==> src/rtl/brightness_filter.sv <==
// -----------------------------------------------------------------------------
// brightness_filter
//
// Per-pixel brightness adjuster for the RGB444 video path. One pixel and one
// level code are accepted on every rising clock edge. The same signed offset,
// selected by the level code, is added to each 4-bit colour channel on its
// own. Each channel result saturates to the range 0..15. The adjusted pixel is
// registered, so the latency is exactly one cycle.
//
// Ports:
//   clk        in   1   system clock; all logic runs on the rising edge
//   rst_n      in   1   synchronous reset, active-low; clears data_out
//   data_in    in  12   input pixel {R[11:8], G[7:4], B[3:0]}
//   freq_flag  in   3   brightness level code, sampled with data_in
//   data_out   out 12   adjusted pixel, same packing as data_in
// -----------------------------------------------------------------------------
module brightness_filter (
    input  logic        clk,
    input  logic        rst_n,
    input  logic [11:0] data_in,
    input  logic [2:0]  freq_flag,
    output logic [11:0] data_out
);

    // Level code to signed channel offset. All eight codes are defined, so no
    // input can produce X.
    function automatic logic signed [4:0] level_offset(input logic [2:0] code);
        case (code)
            3'd0:    return 5'sd0;
            3'd1:    return 5'sd1;
            3'd2:    return 5'sd2;
            3'd3:    return 5'sd4;
            3'd4:    return 5'sd8;
            3'd5:    return -5'sd2;
            3'd6:    return -5'sd4;
            default: return -5'sd8;
        endcase
    endfunction

    // Adds a signed offset to one unsigned 4-bit channel and clamps the result
    // to 0..15. The sum uses 6 bits so that 15 + 8 and 0 - 8 cannot wrap.
    function automatic logic [3:0] sat_add(input logic [3:0]        chan,
                                           input logic signed [4:0] offs);
        logic signed [5:0] sum;
        sum = $signed({2'b00, chan}) + $signed({offs[4], offs});
        if (sum > 6'sd15)
            return 4'hF;
        else if (sum < 6'sd0)
            return 4'h0;
        else
            return sum[3:0];
    endfunction

    logic signed [4:0] offs_p0;
    logic [11:0]       data_p0;

    // Stage p0: combinational per-channel adjust of the current input
    always_comb begin
        offs_p0 = level_offset(freq_flag);
        data_p0 = {sat_add(data_in[11:8], offs_p0),
                   sat_add(data_in[7:4],  offs_p0),
                   sat_add(data_in[3:0],  offs_p0)};
    end

    // Stage p1: output register
    always_ff @(posedge clk) begin
        if (!rst_n)
            data_out <= 12'h000;
        else
            data_out <= data_p0;
    end

endmodule

==> config.mk <==
export PLATFORM = sky130hd
export DESIGN_NAME = brightness_filter
export DESIGN_NICKNAME = d
export VERILOG_FILES = /design/src/rtl/brightness_filter.sv
export SDC_FILE = /design/constraint.sdc
export NUM_CORES = 1
export LEC_CHECK = 0
export BUFFER_PORTS_ARGS = -buffer_cell sky130_fd_sc_hd__buf_2
export CORE_MARGIN = 2
export CORE_UTILIZATION = 45
export DETAILED_ROUTE_END_ITERATION = 10
export HOLD_SLACK_MARGIN = 0.08
export PLACE_DENSITY = 0.75
export SLEW_MARGIN = 20
export SYNTH_ARGS = -nofsm -noshare
export SYNTH_HDL_FRONTEND = slang
export SYNTH_SLANG_ARGS = --single-unit
==> constraint.sdc <==
create_clock -name clk -period 2.3 [get_ports clk]
set_clock_uncertainty 0.2 [all_clocks]
set_input_delay 0.345 -clock clk [delete_from_list [all_inputs] [get_ports clk]]
set_output_delay 0.345 -clock clk [all_outputs]
set_load 0.03 [all_outputs]
==> Word-level counts from Yosys, hierarchy flattened <==
Cells that the tools add are included.
{ "word_totals": {"register_bits": 12, "input_bits": 17, "out_inout_bits": 12, "word_cells": 24} }
{ "classes": {"addsub": 3, "order_cmp": 6, "n_eq_ne": 6, "muxes": 7, "reduce_logical": 1} }
{ "op_table": {"columns": ["operator", "count"], "rows": [
  ["case mux 5 bit (7 select lines)", 1],
  ["2-to-1 mux 4 bit", 6],
  ["adder 5 x 5 -> 6 bit", 3],
  ["greater-than comparator 6 x 5 -> 1 bit, second input constant", 3],
  ["< comparator 6 x 1 -> 1 bit, second input constant", 3],
  ["== test 3 bit, second input constant", 3],
  ["== test 3 x 2 -> 1 bit, second input constant", 2],
  ["== test 3 x 1 -> 1 bit, second input constant", 1],
  ["logical NOT 3 bit", 1]
]} }

==> Longest topological paths before layout <==
Gate-level depths: netlist of the first run.
{ "logic_depth": {"word_depth": 6, "mapped_depth": 9, "depth_no_buf": 9} }

==> Least setup slack after synthesis of the first run <==
No wires, ideal clock.
{ "synth_path": {"path_kind": "input -> register", "startpoint": "in freq_flag[0]", "endpoint": "reg data_out[4]", "setup_ns": 0.138, "arrival_ns": 2.037, "required_time_ns": 1.962, "slack_ns": -0.075, "stages": 8, "n_path_buf": 0, "path_cell_list": "nand2b_1 -> o21ai_0 -> inv_1 -> fa_1 -> nor2b_1 -> nor4_1 -> a221oi_2 -> o22ai_1"} }
{ "synth_via": {"elab_chain_len": 6, "word_cells_on_any_way": 13, "classes_between": "add/sub (1); order compare (2); eq/ne (6); mux (3); reduce/logical (1)"} }
{ "synth_rtl": {"columns": ["element", "line_no", "source"], "rows": [
  ["start, declared", "21", "input logic [2:0] freq_flag,"],
  ["== test 3 bit, or another cell as far along", "28", "case (code)"],
  ["case mux 5 bit (7 select lines) *", "28", null],
  ["adder 5 x 5 -> 6 bit *", "45", "sum = $signed({2'b00, chan}) + $signed({offs[4], offs});"],
  ["< comparator 6 x 1 -> 1 bit", "48", "else if (sum < 6'sd0)"],
  ["2-to-1 mux 4 bit", "48", null],
  ["2-to-1 mux 4 bit *", "46", "if (sum > 6'sd15)"],
  ["end signal, assigned", "70", "data_out <= data_p0;"],
  ["end, declared", "22", "output logic [11:0] data_out"]
]} }
Mark *: on every way between the ends. The rest lies on a longest branch, timed or not.
A chain may end at the register's enable or synchronous reset.

==> Worst setup path in the final report of the first run <==
{ "layout_path": {"startpoint": "in freq_flag[1]", "endpoint": "reg data_out[2]"} }
The elaborated chain is that of the path after synthesis.

==> results of run 1 <==
## cells in the mapped netlist (all sizes together)
cell type and instances:
buf 1, xor2 3, o211ai 1, inv 11, nand3b 1, dfxtp 12, clkbuf 1, o211a 3
fa 3, a31oi 1, nor2b 3, nor4 3, dlygate4sd1 1, or2 1, a221oi 3, nor2 8
o221ai 2, nand2b 3, a211oi 3, o22ai 9, o21ai 6, a21oi 4, o31ai 2, ha 12
o21bai 3
## kinds of logic (layout without fill, tap and decap cells)
group | after synthesis | count (layout) | synth area share
and+or+nand+nor | 19 | 19 | 0.108
AOI/OAI and AO/OA | 37 | 37 | 0.305
buffers and inverters | 14 | 62 | 0.0705
DFF | 12 | 12 | 0.260
xor gates and xnor gates | 3 | 3 | 0.0285
adders and majority gates | 15 | 15 | 0.228
## layout by cell type, fill, tap and decap left out, types with 3 or more instances in the layout
master	n
buf_2	28
buf_4	20
dfxtp_1	12
inv_1	10
ha_1	10
o22ai_1	9
nor2_1	7
o21ai_0	4
o211a_1	3
xor2_1	3
o21bai_1	3
a21oi_1	3
clkbuf_4	3
## report_power, final
part / total [W] / switching [W] / internal [W] / leakage, nW
clock: 0.000121 / 0.0000611 / 0.0000604 / 0.0138
sequential: 0.000242 / 0.00000567 / 0.000237 / 0.100
combinational: 0.000337 / 0.000195 / 0.000142 / 0.527
## metal layers
layer | GRT usage | routed length (um) | vias up
li1 | - | - | 474
met1 | 0.215 | 995 | 429
met2 | 0.363 | 1210 | 27
met3 | 0.0368 | 78 | 6
met4 | 0.0762 | 46 | 0
met5 | 0 | 0 | -
## metrics by stage
step / utilization / setup slack, ns / hold WS, ns / instance area, um2 / instances
3_3_place_gp: 0.626 / -0.265 / 0.513 / 1220 / 171
6_report: 0.687 / 0.0318 / 0.216 / 1330 / 175
4_1_cts: 0.642 / 0.0416 / 0.243 / 1250 / 174
5_1_grt: 0.687 / -0.0260 / 0.220 / 1330 / 175
2_1_floorplan: - / 0.0443 / 0.336 / 923 / 100
3_5_place_dp: 0.626 / -0.397 / 0.519 / 1220 / 171
## how the worst min path moves through the flow
stage,startpoint,to,slack [ns],cells past startpoint
6_report,rst_n,data_out[6],0.22,3
4_1_cts,data_in[0],data_out[0],0.24,4
3_3_place_gp,data_in[0],data_out[0],0.51,4
3_5_place_dp,data_in[0],data_out[0],0.52,4
2_1_floorplan,rst_n,data_out[8],0.34,2
5_1_grt,rst_n,data_out[6],0.22,3
## worst max-delay path: stages
cell and delay (ns):
buf_2 0.10, buf_4 0.14, nand3b_1 0.14, o21ai_1 0.12, inv_2 0.12, fa_1 0.43
nor2b_1 0.17, nor4_1 0.09, a221oi_2 0.40, o22ai_1 0.14
## area by class of cell
class	instances	area, um2	area share
multi-input cells	74	706	0.529
repair buffers	48	290	0.218
flip-flops and latches	12	240	0.180
inverters	11	41.3	0.0310
well taps	27	33.8	0.0253
clock buffers	3	22.5	0.0169
## timing repair
action / 4_1_cts / 5_1_grt
gates cloned: 0 / 0
setup endpoints to repair: 12 / 12
setup buffers: 0 / 1
hold endpoints to repair: 0 / 0
pin swaps: 1 / 8
gates resized for setup: 2 / 16
==> results.py, run 1 <==
metrics = {
    "synthesis": {
        "syn_inst": 100,
        "synthesis.area_um2": 923,
        "yosysTopAreaCell": "dfxtp_1",
        "syn_area_per_cell_um2": 9.23,
        "synth_area_leaders": "dfxtp_1 26%, ha_1 16%, fa_1 6.5%, o22ai_1 6.1%, a221oi_2 4.9%",
        "synth_top_area_frac": 0.260,
        "syn-num-nets": 132,
        "ys_seq_area_frac": 0.260,
        "yosysWarnings": 0,
        "synth_seq_cells": 12,
        "netlist-cell-type-count": 27,
    },
    "layout": {
        "largest_reg_flops": 12,
        "drive_gt1_frac": 0.473,
        "area_delta_synth_final_pct": 44.4,
        "largest-register": "data_out",
        "nFillCells": 156,
        "antenna-diode-count": 0,
        "fin_nets": 182,
        "reg_top3": "data_out: 12 flops",
    },
    "critical_path": {
        "crit_start": "freq_flag[1]",
        "cp_max_fo": 4,
        "crit_path_end": "data_out[2]",
        "worstPathRequired_ns": 2.24,
        "crit_type": "primary input to register",
        "cp.arrival_ns": 2.21,
        "cp-end-kind": "register",
        "start_kind": "primary input",
    },
    "global_routing": {
        "grt_remaining_overflow": 0,
        "grt_max_degree": 13,
        "grt_pass1_wl_um": 3670,
        "grt_use_total": 0.195,
        "antenna_found_initial": 0,
        "first_global_vias": 909,
    },
    "power_and_ir_drop": {
        "p_total_w": 0.000701,
        "peakVddDrop_mv": 0.250,
        "leakage_nw": 0.641,
        "powerDensity_nw_per_um2": 526,
    },
    "sta": {
        "rsz0062_at_grt": "yes",
        "period_share": 0.986,
        "max_slew_margin": 0.642,
        "finalSetupTns_ns": 0,
        "final_max_slew_viol_count": 0,
        "finalSetupViolCount": 0,
        "fin_crit_ns": 2.27,
        "max_freq_ghz": 0.441,
        "max_slew.worst_pin.slew_ns": 0.537,
        "final_hold_viol_count": 0,
    },
    "drt": {
        "post_drt_wl_per_cell_um": 13.3,
        "initialDrtViolationCount": 7,
        "antenna_left": 0,
        "vias": 936,
        "wl_um": 2330,
        "drt_first_pass_iters": 5,
        "vias_per_cell": 5.35,
        "route.detailed.drc": 0,
    },
    "die": {
        "initial_core_util": 0.476,
        "rows": 16,
        "core-area_um2": 1940,
        "die_area_um2": 2430,
        "die_w_um": 49.3,
        "die_y_um": 49.3,
        "io-pin-count": 29,
    },
    "placed_design": {
        "gp_congestion": 0.782,
        "io_buffers": 28,
        "dp.final_hpwl_um": 1800,
    },
    "hold_path": {
        "min_path_type": "primary input to register",
    },
    "clocking": {
        "htreeDepth": 1,
        "cts_made_buffers": 3,
        "root_buffer": "clkbuf_4",
        "cts_max_path_buffers": 2,
        "clock-sinks": 12,
        "cts_tree": "done",
        "hold_buffers": 0,
        "path_clk_slew_ns": 0.07,
    },
    "job": {
        "drv_cap": 0,
    },
    "outcome": {
        "status": "finished, final reports clean",
    },
}
Power figures use the tool's default switching activity.
==> run 2: changes to the inputs <==
--- a/config.mk
+++ b/config.mk
@@ -9,6 +9,7 @@
 export CORE_MARGIN = 2
-export CORE_UTILIZATION = 45
+export CORE_UTILIZATION = 47
+export CTS_BUF_LIST = sky130_fd_sc_hd__clkbuf_8
 export DETAILED_ROUTE_END_ITERATION = 10
 export HOLD_SLACK_MARGIN = 0.08
-export PLACE_DENSITY = 0.75
+export PLACE_DENSITY = 0.77
 export SLEW_MARGIN = 20
==> constraint.sdc (replaced) <==
create_clock -name clk -period 2.3 [get_ports clk]
set_clock_uncertainty 0.2 [all_clocks]
set_input_delay 0.23 -clock clk [delete_from_list [all_inputs] [get_ports clk]]
set_output_delay 0.23 -clock clk [all_outputs]
set_load 0.03 [all_outputs]
==> run 2 against run 1 <==
Effect of this change:
- non-clock buffer count decreased by 2
- routed wire length is 1.8% higher
- largest cell class unchanged
- final cell count decreased by 0.57%
- count of clock-buffer cells in the layout up 1
==> results.py, run 2 (synthesized netlist as in run 1, its figures left out) <==
metrics = {
    "clocking": {
        "cts_setup_buffers": 0,
        "cts_made_buffers": 3,
        "root_buffer": "clkbuf_8",
        "cts_tree": "done",
        "htreeDepth": 1,
        "ctsResizeCount": 0,
        "path_clk_slew_ns": 0.05,
        "cts_max_path_buffers": 2,
        "hold_buffers": 0,
        "clock-sinks": 12,
    },
    "die": {
        "initial_core_util": 0.486,
        "die_area_um2": 2340,
        "die_y_um": 48.3,
        "die_w_um": 48.3,
        "core-area_um2": 1900,
        "io-pin-count": 29,
        "rows": 16,
    },
    "layout": {
        "area_delta_synth_final_pct": 37.4,
        "largest-register": "data_out",
        "regArea_um2": 240,
        "antenna-diode-count": 0,
        "multi_input_area_um2": 623,
        "drive_gt1_frac": 0.388,
        "finalNonFillerCells": 174,
        "layout_commonest_cell": "buf_2",
        "largest_reg_flops": 12,
        "fin_nets": 180,
        "nFillCells": 154,
        "mostFrequentLayoutCells": "28 x buf_2, 18 x buf_4, 12 x ha_1, 12 x dfxtp_1, 11 x inv_1",
        "reg_top3": "data_out: 12 flops",
    },
    "critical_path": {
        "crit_path_top_delay_cell": "fa_1",
        "cp-end-kind": "register",
        "crit_type": "primary input to register",
        "crit_start": "freq_flag[1]",
        "cp_max_fo": 4,
        "worstPathRequired_ns": 2.20,
        "slowest_delay_ns": 0.38,
        "path_cells": "buf_2 -> nand2b_1 -> nor2_2 -> ha_1 -> inv_1 -> fa_1 -> nor2b_1 -> nor4_1 -> a221oi_2 -> o22ai_1",
        "cp.arrival_ns": 2.08,
        "start_kind": "primary input",
    },
    "placed_design": {
        "dp.final_hpwl_um": 1900,
        "dpl.cell_count": 170,
        "io_buffers": 28,
        "gp_congestion": 0.921,
    },
    "drt": {
        "drt_first_pass_iters": 4,
        "antenna_left": 0,
        "post_drt_wl_per_cell_um": 13.6,
        "initialDrtViolationCount": 21,
        "vias_per_cell": 5.51,
        "vias": 959,
        "wl_um": 2370,
        "route.detailed.drc": 0,
    },
    "sta": {
        "hold_ws_ns": 0.173,
        "finalSetupViolCount": 0,
        "max_slew_margin": 0.698,
        "period_share": 0.946,
        "max_freq_ghz": 0.460,
        "fin_crit_ns": 2.18,
        "max_slew.worst_pin.slew_ns": 0.450,
        "final_hold_viol_count": 0,
        "final_max_slew_viol_count": 0,
    },
    "global_routing": {
        "grt_use_total": 0.219,
        "grt_max_degree": 13,
        "first_global_vias": 938,
        "antenna_found_initial": 0,
        "grt_pass1_wl_um": 4000,
        "grt_remaining_overflow": 0,
    },
    "hold_path": {
        "min_path_type": "primary input to register",
        "hp-start": "rst_n",
        "whs_path_depth": 3,
        "hold_end": "data_out[9]",
    },
    "power_and_ir_drop": {
        "p_total_w": 0.000784,
        "peakVddDrop_mv": 0.338,
        "powerDensity_nw_per_um2": 618,
        "leakage_nw": 0.635,
    },
    "outcome": {
        "status": "finished, final reports clean",
    },
    "job": {
        "drv_cap": 0,
    },
}
run 2: cell types whose count changed in the layout (fill, tap and decap cells not counted), sizes merged:
cell,previous run,this run
buf,48,46
clkbuf,3,4
run 2: layout make-up:
class / count / share of cell area
Tap cell: 27 / 0.0266
Inverter: 11 / 0.0325
Clock buffer: 4 / 0.0434
Timing Repair Buffer: 46 / 0.217
Multi-Input combinational cell: 74 / 0.491
Sequential cell: 12 / 0.189
run 2: how the worst max path moves through the flow:
| stage | end | cells past startpoint |
|---|---|---|
| final | data_out[8] | 10 |
| after global routing | data_out[3] | 10 |
| after CTS | data_out[5] | 10 |
| after detailed placement | data_out[8] | 10 |
| after global placement | data_out[9] | 10 |
| after floorplan | data_out[4] | 8 |
run 2: critical path, delay by kind of cell:
kind            cells  cell delay [ns]
simple gates        4             0.59
fa+ha+maj           2             0.57
compound gates      2             0.51
buf+inv             2             0.17
run 2: through the flow:
step                TNS (ns)  cell area (um2)  setup WS (ns)  utilization
floorplan                  0              923         0.0403            -
global placement      -0.551             1210        -0.0815        0.636
detailed placement     -1.67             1210         -0.169        0.636
CTS                        0             1260         0.0603        0.664
global route        -0.00243             1270       -0.00243        0.667
finish                     0             1270          0.125        0.667
run 2: routing by layer:
layer | wire length [um] | GRT usage
met5 | 0 | 0
met3 | 97 | 0.0216
met2 | 1170 | 0.370
met1 | 1010 | 0.260
met4 | 89 | 0.157
run 2: power breakdown:
| group | switching (W) | internal (W) | total, W | leakage, nW |
|---|---|---|---|---|
| logic | 0.000184 | 0.000128 | 0.000312 | 0.506 |
| clock network | 0.0000776 | 0.000151 | 0.000229 | 0.0288 |
| registers | 0.00000606 | 0.000237 | 0.000243 | 0.100 |
==> run 3: changes to the inputs <==
CTS_CLUSTER_DIAMETER = 30   (was default)
RECOVER_POWER = 50   (was default)
==> run 3 against run 2 <==
Effect of this change:
- maximum frequency about the same
- sequential cell count unchanged
- worst hold slack is essentially flat
- largest power group unchanged
==> results.py, run 3 (synthesized netlist as in run 1, its figures left out) <==
metrics = {
    "placed_design": {
        "io_buffers": 28,
        "pre_cts_slack_ns": -0.169,
        "dp.final_hpwl_um": 1900,
        "gp_congestion": 0.921,
        "dpl_cell_area_um2": 1210,
    },
    "sta": {
        "finalSetupViolCount": 0,
        "final_hold_viol_count": 0,
        "max_slew_margin": 0.701,
        "final_max_slew_viol_count": 0,
        "max_freq_ghz": 0.460,
        "layout_setup_ws_ns": 0.126,
        "max_slew.worst_pin.slew_ns": 0.445,
        "period_share": 0.945,
        "fin_crit_ns": 2.17,
        "hold_ws_ns": 0.172,
    },
    "die": {
        "die_w_um": 48.3,
        "die_area_um2": 2340,
        "initial_core_util": 0.486,
        "io-pin-count": 29,
        "rows": 16,
        "die_y_um": 48.3,
        "core-area_um2": 1900,
    },
    "layout": {
        "reg_top3": "data_out: 12 flops",
        "area_delta_synth_final_pct": 35.9,
        "fin_nets": 180,
        "layout_commonest_cell": "buf_4",
        "drive_gt1_frac": 0.313,
        "largest_reg_flops": 12,
        "design_area_um2": 1250,
        "nFillCells": 164,
        "largest-register": "data_out",
        "antenna-diode-count": 0,
        "mostFrequentLayoutCells": "18 x buf_4, 17 x buf_2, 12 x ha_1, 12 x dfxtp_1",
        "postLayoutCoreUtil": 0.660,
    },
    "critical_path": {
        "cp_max_fo": 4,
        "slowest_delay_ns": 0.38,
        "cp-end-kind": "register",
        "worstPathRequired_ns": 2.20,
        "cp.depth": 10,
        "crit_path_top_delay_cell": "fa_1",
        "cp.arrival_ns": 2.08,
        "critical_path_buf_inv_count": 2,
        "crit_type": "primary input to register",
        "critPathTopFamily": "simple AND/OR/NAND/NOR gates",
        "start_kind": "primary input",
        "path_cells": "buf_2 -> nand2b_1 -> nor2_2 -> ha_1 -> inv_1 -> fa_1 -> nor2b_1 -> nor4_1 -> a221oi_2 -> o22ai_1",
    },
    "job": {
        "drv_cap": 0,
    },
    "hold_path": {
        "whs_path_depth": 3,
        "min_path_type": "primary input to register",
    },
    "clocking": {
        "root_buffer": "clkbuf_8",
        "htreeDepth": 1,
        "cts_max_path_buffers": 2,
        "cts_tree": "done",
        "cts_made_buffers": 3,
        "clock-sinks": 12,
        "path_clk_slew_ns": 0.05,
    },
    "global_routing": {
        "grt_remaining_overflow": 0,
        "antenna_found_initial": 0,
        "grt_use_total": 0.219,
        "grt_max_degree": 13,
        "first_global_vias": 938,
        "grt_pass1_wl_um": 4000,
    },
    "power_and_ir_drop": {
        "power.internal_w": 0.000509,
        "peakVddDrop_mv": 0.335,
        "leakage_nw": 0.597,
        "swShare": 0.345,
        "powerDensity_nw_per_um2": 619,
        "power_frac_comb": 0.391,
        "pwr-share-clk": 0.294,
        "p_switching_w": 0.000268,
        "seqPwrFrac": 0.314,
    },
    "drt": {
        "initialDrtViolationCount": 18,
        "antenna_left": 0,
        "wl_um": 2380,
        "vias_per_cell": 5.45,
        "post_drt_wl_per_cell_um": 13.7,
        "vias": 949,
        "drt_first_pass_iters": 4,
        "route.detailed.drc": 0,
    },
    "outcome": {
        "status": "finished, final reports clean",
    },
}
## run 3: final timing paths
check	startpoint	end	slack, ns
min	rst_n	data_out[9]	0.17
max	freq_flag[1]	data_out[8]	0.13
## run 3: cell type report
| class | instances | area (um2) | share of cell area |
|---|---|---|---|
| multi-input cells | 74 | 623 | 0.497 |
| repair buffers | 46 | 262 | 0.208 |
| flip-flops and latches | 12 | 240 | 0.191 |
| clock buffers | 4 | 55.1 | 0.0439 |
| inverters | 11 | 41.3 | 0.0329 |
| well taps | 27 | 33.8 | 0.0269 |
## run 3: what timing repair did
action | CTS | global route
setup buffers | 0 | 0
hold buffers | 0 | 0
gates resized for setup | 0 | 3
setup endpoints to repair | 0 | 12
## run 3: metal layers
layer  global-route usage  part of all wire
met5                    0                 0
met1                0.260              0.43
met2                0.370              0.49
met4                0.157             0.037
met3               0.0216             0.043
## run 3: metrics by stage
| stage | total power (W) | cells | TNS (ns) |
|---|---|---|---|
| after floorplan | 0.000444 | 100 | 0 |
| after global placement | 0.000542 | 170 | -0.551 |
| after detailed placement | 0.000554 | 170 | -1.67 |
| after CTS | 0.000784 | 174 | 0 |
| after global routing | 0.000821 | 174 | -0.00243 |
| final | 0.000777 | 174 | 0 |
## run 3: power by group through the flow
stage          Combinational, W  Sequential (W)  Clock [W]
6_report               0.000304        0.000244   0.000229
5_1_grt                0.000331        0.000247   0.000243
4_1_cts                0.000309        0.000244   0.000231
3_5_place_dp           0.000306        0.000248          0
3_3_place_gp           0.000296        0.000246          0
2_1_floorplan          0.000136        0.000308          0
